**config.mk**
```make
export PLATFORM = sky130hd
export DESIGN_NAME = poop_dispatcher
export DESIGN_NICKNAME = d
export VERILOG_FILES = /design/src/rtl/poop_dispatcher.sv
export SDC_FILE = /design/constraint.sdc
export NUM_CORES = 1
export LEC_CHECK = 0
export CAP_MARGIN = 20
export CORE_ASPECT_RATIO = 1.5
export CORE_UTILIZATION = 59
export CTS_BUF_LIST = sky130_fd_sc_hd__clkbuf_8
export DETAILED_ROUTE_END_ITERATION = 10
export PLACE_DENSITY = 0.88
export SETUP_SLACK_MARGIN = 0.15
export SLEW_MARGIN = 20
export SYNTH_ARGS = -nofsm -noshare
export SYNTH_HDL_FRONTEND = slang
export SYNTH_SLANG_ARGS = --single-unit
```
**constraint.sdc**
```tcl
create_clock -name clk -period 7.1 [get_ports clk]
set_input_delay 1.065 -clock clk [delete_from_list [all_inputs] [get_ports clk]]
set_output_delay 1.065 -clock clk [all_outputs]
set_load 0.02 [all_outputs]
```
**src/rtl/poop_dispatcher.sv**
```systemverilog
// Converts fire-button presses into per-slot deploy pulses with launch coordinates,
// allocating slots round-robin and tracking slot lifetime and fire cooldown in frames.
module poop_dispatcher #(
   parameter int unsigned NUM_OF_POOPS    = 8,
   parameter int unsigned LIFETIME_FRAMES = 120,
   parameter int unsigned COOLDOWN_FRAMES = 15
) (
   input  logic                                  clk,
   input  logic                                  resetN,
   input  logic                                  startOfFrame,
   input  logic                                  fire,
   input  logic [1:0][10:0]                      birdCoordinates,
   output logic [NUM_OF_POOPS-1:0]               deploy_poop,
   output logic [NUM_OF_POOPS-1:0][1:0][10:0]    initial_coordinates,
   output logic [NUM_OF_POOPS-1:0]               poopsBusy,
   output logic                                  fireAccepted,
   output logic                                  fireDropped
);

   localparam int unsigned N      = NUM_OF_POOPS;
   localparam int unsigned PTR_W  = $clog2(N);
   localparam int unsigned IDX_W  = PTR_W + 1;
   localparam int unsigned LIFE_W = $clog2(LIFETIME_FRAMES + 1);
   localparam int unsigned COOL_W = (COOLDOWN_FRAMES == 0) ? 1 : $clog2(COOLDOWN_FRAMES + 1);

   typedef enum logic [1:0] {IDLE, SEARCH, DEPLOY} state_t;

   state_t                    state, state_nxt;
   logic                      fire_d;
   logic                      press_c;
   logic [PTR_W-1:0]          rr_ptr, rr_nxt;
   logic [PTR_W-1:0]          sel, sel_nxt;
   logic [PTR_W-1:0]          cand_c;
   logic                      found_c;
   logic [IDX_W-1:0]          idx_c;
   logic [1:0][10:0]          coord_l, coord_nxt;
   logic [COOL_W-1:0]         cooldown, cool_nxt;
   logic [LIFE_W-1:0]         life     [N];
   logic [LIFE_W-1:0]         life_nxt [N];
   logic [N-1:0]              deploy_nxt, busy_nxt;
   logic                      acc_nxt, drop_nxt;
   logic [N-1:0][1:0][10:0]   coords_nxt;

   assign press_c = fire & ~fire_d;

   // First free slot starting at rr_ptr, using the registered (pre-edge) busy flags
   always_comb begin
      found_c = 1'b0;
      cand_c  = '0;
      idx_c   = '0;
      for (int unsigned i = 0; i < N; i++) begin
         idx_c = {1'b0, rr_ptr} + IDX_W'(i);
         if (idx_c >= IDX_W'(N)) idx_c = idx_c - IDX_W'(N);
         if (!found_c && !poopsBusy[idx_c[PTR_W-1:0]]) begin
            found_c = 1'b1;
            cand_c  = idx_c[PTR_W-1:0];
         end
      end
   end

   always_ff @(posedge clk or negedge resetN) begin
      if (!resetN) state <= IDLE;
      else         state <= state_nxt;
   end

   // Next state, registered-output values and frame counter updates
   always_comb begin
      state_nxt  = state;
      sel_nxt    = sel;
      rr_nxt     = rr_ptr;
      coord_nxt  = coord_l;
      deploy_nxt = '0;
      acc_nxt    = 1'b0;
      drop_nxt   = 1'b0;
      coords_nxt = initial_coordinates;
      cool_nxt   = (startOfFrame && cooldown != '0) ? cooldown - COOL_W'(1) : cooldown;
      for (int unsigned i = 0; i < N; i++) begin
         life_nxt[i] = (startOfFrame && life[i] != '0) ? life[i] - LIFE_W'(1) : life[i];
      end

      case (state)
         IDLE: begin
            if (press_c) begin
               if (cooldown == '0) begin
                  coord_nxt = birdCoordinates;
                  state_nxt = SEARCH;
               end else begin
                  drop_nxt = 1'b1;
               end
            end
         end
         SEARCH: begin
            drop_nxt = press_c;
            if (found_c) begin
               sel_nxt   = cand_c;
               state_nxt = DEPLOY;
            end else begin
               drop_nxt  = 1'b1;
               state_nxt = IDLE;
            end
         end
         DEPLOY: begin
            drop_nxt        = press_c;
            deploy_nxt[sel] = 1'b1;
            acc_nxt         = 1'b1;
            coords_nxt[sel] = coord_l;
            life_nxt[sel]   = LIFE_W'(LIFETIME_FRAMES);
            cool_nxt        = COOL_W'(COOLDOWN_FRAMES);
            rr_nxt          = (sel == PTR_W'(N - 1)) ? '0 : sel + PTR_W'(1);
            state_nxt       = IDLE;
         end
         default: state_nxt = IDLE;
      endcase

      for (int unsigned i = 0; i < N; i++) begin
         busy_nxt[i] = (life_nxt[i] != '0);
      end
   end

   always_ff @(posedge clk or negedge resetN) begin
      if (!resetN) begin
         fire_d              <= 1'b0;
         rr_ptr              <= '0;
         sel                 <= '0;
         coord_l             <= '0;
         cooldown            <= '0;
         deploy_poop         <= '0;
         fireAccepted        <= 1'b0;
         fireDropped         <= 1'b0;
         initial_coordinates <= '0;
         poopsBusy           <= '0;
         for (int unsigned i = 0; i < N; i++) life[i] <= '0;
      end else begin
         fire_d              <= fire;
         rr_ptr              <= rr_nxt;
         sel                 <= sel_nxt;
         coord_l             <= coord_nxt;
         cooldown            <= cool_nxt;
         deploy_poop         <= deploy_nxt;
         fireAccepted        <= acc_nxt;
         fireDropped         <= drop_nxt;
         initial_coordinates <= coords_nxt;
         poopsBusy           <= busy_nxt;
         for (int unsigned i = 0; i < N; i++) life[i] <= life_nxt[i];
      end
   end

endmodule

```
==> impl_metrics.py <==
metrics = {
    "critical_path": {
        "r2r_start": "rr_ptr[0]",
        "r2r_cells": 9,
        "cp.arrival_ps": 4260,
        "required_ps": 7580,
        "cp_max_fo": 21,
        "worst-path-stages": 9,
        "crit_family": "compound AO/OA/AOI/OAI gates",
        "r2r_end": "sel[2]",
        "worstSetupPathType": "reg2reg",
        "crit_path_end_kind": "flop",
        "r2r_slack_ps": 3320,
        "crit_buf_inv": 1,
        "slowest_delay_ps": 940,
        "endpoint": "sel[2]",
        "path_cells": "inv_1 > ha_1 > nor2_1 > a22oi_1 > o2111ai_1 > a21boi_1 > nor3b_1 > nor2b_1 > o32a_1",
        "crit_path_start_kind": "flop",
        "crit_start": "rr_ptr[0]",
        "worst_path_max_delay_cell": "dfrtp_1",
    },
    "floorplanning": {
        "dieHeight_um": 181,
        "dieArea_sq_um": 21900,
        "die_w_um": 121,
        "start_util_pct": 60.0,
        "core_region_area_sq_um": 20900,
        "io_pins": 220,
        "core.rowCount": 65,
    },
    "sta": {
        "fmax_mhz": 265,
        "slew_headroom_pct": 33.8,
        "fin_crit_ps": 3780,
        "maxSlewViolCount": 0,
        "fin_crit_sh_pct": 53.2,
        "setup_viol": 0,
        "rsz0062_at_grt": "false",
        "setup_tns_ps": 0,
        "finalHoldViolCount": 0,
        "worstMarginPinSlew_ps": 986,
        "finClkSkew_ps": 18.9,
        "setup_ws_ps": 3320,
    },
    "synthesis": {
        "netlist_area_sq_um": 12500,
        "synth_flop_cell": "dfrtp_1",
        "syn_inst": 1397,
        "ys_ff_latch": 285,
        "synth-edff-count": 0,
        "synth_cell_type_count": 60,
        "async_reset_ff_share_pct": 100,
        "ys_seq_area_share_pct": 56.9,
        "synth.net_count": 1444,
        "syn_avg_cell_area_sq_um": 8.98,
        "yosys_warnings": 0,
    },
    "clock_network": {
        "cts_htree_levels": 2,
        "clockBufferDepth": 3,
        "ctsResizeCount": 0,
        "cts_num_sinks": 285,
        "clk_latency_ps": 560,
        "cts_tree": "done",
        "post-cts-setup-buffers": 0,
        "root_buffer": "clkbuf_8",
        "clk_pin_slew_worst_paths_ps": 70,
        "cts_buffers": 40,
        "hold_buffers": 0,
    },
    "cells_and_area": {
        "mostFrequentLayoutCells": "659 x nand2_1, 285 x dfrtp_1, 218 x clkdlybuf4s50_1",
        "postLayoutCellArea_sq_um": 15700,
        "drive_above_1_share_pct": 6.23,
        "area_growth_pct": 25.3,
        "fin_nets": 1641,
        "multiInputGateArea_sq_um": 4960,
        "final_common_cell": "nand2_1",
        "fillers": 1417,
        "final-seq-area_sq_um": 7130,
    },
    "place": {
        "place_ws_ps": 3370,
        "postPlaceCellArea_sq_um": 14900,
        "gp_congestion": 0.981,
        "dp_hpwl_mm": 24.0,
        "io_buffers": 219,
    },
    "power_and_ir_drop": {
        "ir_worst_vdd_mv": 0.209,
        "p_leak_nw": 7.81,
        "powerDensity_nw_per_um2": 275,
    },
    "job": {
        "max_cap_violations": 0,
    },
    "global_routing": {
        "grt_pass1_wl_mm": 57.6,
        "antenna_found_initial": 2,
        "grt_overflow": 0,
        "grt_max_degree": 162,
        "grt_pass1_vias": 10800,
        "grt.total_usage_pct": 34.5,
    },
    "routing": {
        "drtIter0Drc": 847,
        "via_per_inst": 5.65,
        "first_pass_iters": 5,
        "vias": 10700,
        "wl_per_cell_um": 19.2,
        "detail-route-antenna-nets": 0,
        "wirelength_mm": 36.3,
        "drc": 0,
    },
    "min_path": {
        "hp-class": "reg2reg",
        "worstHoldStart": "initial_coordinates[47]",
    },
    "outcome": {
        "status": "finished, final reports clean",
    },
}
-- report_power, final --
group / switching, W / internal, W
sequential: 0.000443 / 0.00185
clock: 0.000630 / 0.000732
combinational: 0.000376 / 0.000290
-- final cells by class --
cell class | count | area share [%]
clock buffers | 49 | 4.29
flip-flops and latches | 285 | 45.4
repair buffers | 228 | 14.5
diodes | 2 | 0.0318
well taps | 268 | 2.13
inverters | 45 | 1.07
clock inverters | 19 | 1.03
multi-input cells | 994 | 31.6
-- sequential cells by signal, indices dropped and copies added, names as in the netlist --
register / flops
life: 56
state: 2
fire_d: 1
initial_coordinates: 176
deploy_poop: 8
fireDropped: 1
poopsBusy: 8
sel: 3
fireAccepted: 1
coord_l: 22
rr_ptr: 3
cooldown: 4
-- worst reg2reg max path, stage by stage, from the launching register on --
cell	delay, ps
dfrtp_1	940
inv_1	220
ha_1	690
nor2_1	140
a22oi_1	250
o2111ai_1	140
a21boi_1	590
nor3b_1	420
nor2b_1	180
o32a_1	150
-- synthesized netlist by cell type, drive strengths merged, types with 4 or more instances --
master	n	area, sq um
nor4	6	37.5
or4	11	90.1
buf	4	20.0
xnor2	22	193
a21oi	16	80.1
dfrtp	285	7130
nand3	22	120
inv	37	139
xor2	29	254
o22a	4	35.0
a211oi	10	75.1
nor2b	6	37.5
o21ai	15	75.1
o31a	8	87.6
nand2	663	2500
ha	21	263
nor2	65	244
nand4	6	37.5
mux4	9	203
clkbuf	69	259
mux2	7	78.8
clkinv	8	30.0
nand2b	5	31.3
a31oi	5	31.3
mux2i	12	120
nor3	15	75.1
-- stage by stage --
| step | util, % | total power (W) | std cells | hold WS (ps) |
|---|---|---|---|---|
| 4_1_cts | 75.2 | 0.00431 | 1888 | 478 |
| 6_report | 75.2 | 0.00432 | 1890 | 475 |
| 2_1_floorplan | - | 0.00264 | 1397 | 492 |
| 3_5_place_dp | 71.2 | 0.00295 | 1820 | 462 |
| 5_1_grt | 75.2 | 0.00451 | 1890 | 485 |
| 3_3_place_gp | 71.2 | 0.00290 | 1820 | 458 |
-- per-layer routing --
metal | vias up | track usage, % | wire length [um]
met2 | 521 | 57.3 | 17900
met1 | 5176 | 39.8 | 13100
met4 | 0 | 21.5 | 2370
li1 | 4819 | - | -
met5 | - | 0 | 0
met3 | 155 | 8.13 | 2880
-- cell families (layout without fill, tap and decap cells) --
group	count (synthesis)	after routing	share of synthesized area [%]
simple gates	817	817	26.4
flops	285	285	56.9
buf+inv	118	341	3.57
compound gates	77	77	4.27
xor+xnor	51	51	3.56
mux	28	28	3.20
fa+ha+maj	21	21	2.10
other cells	0	2	0
-- how the worst min path moves through the flow --
stage	cells after the start	slack, ps	end
final	2	470	initial_coordinates[47]
after global routing	2	490	initial_coordinates[12]
after CTS	2	480	initial_coordinates[47]
after global placement	2	460	initial_coordinates[145]
after detailed placement	2	460	initial_coordinates[47]
after floorplan	2	490	life[6]
(Power assumes the default switching activity.)
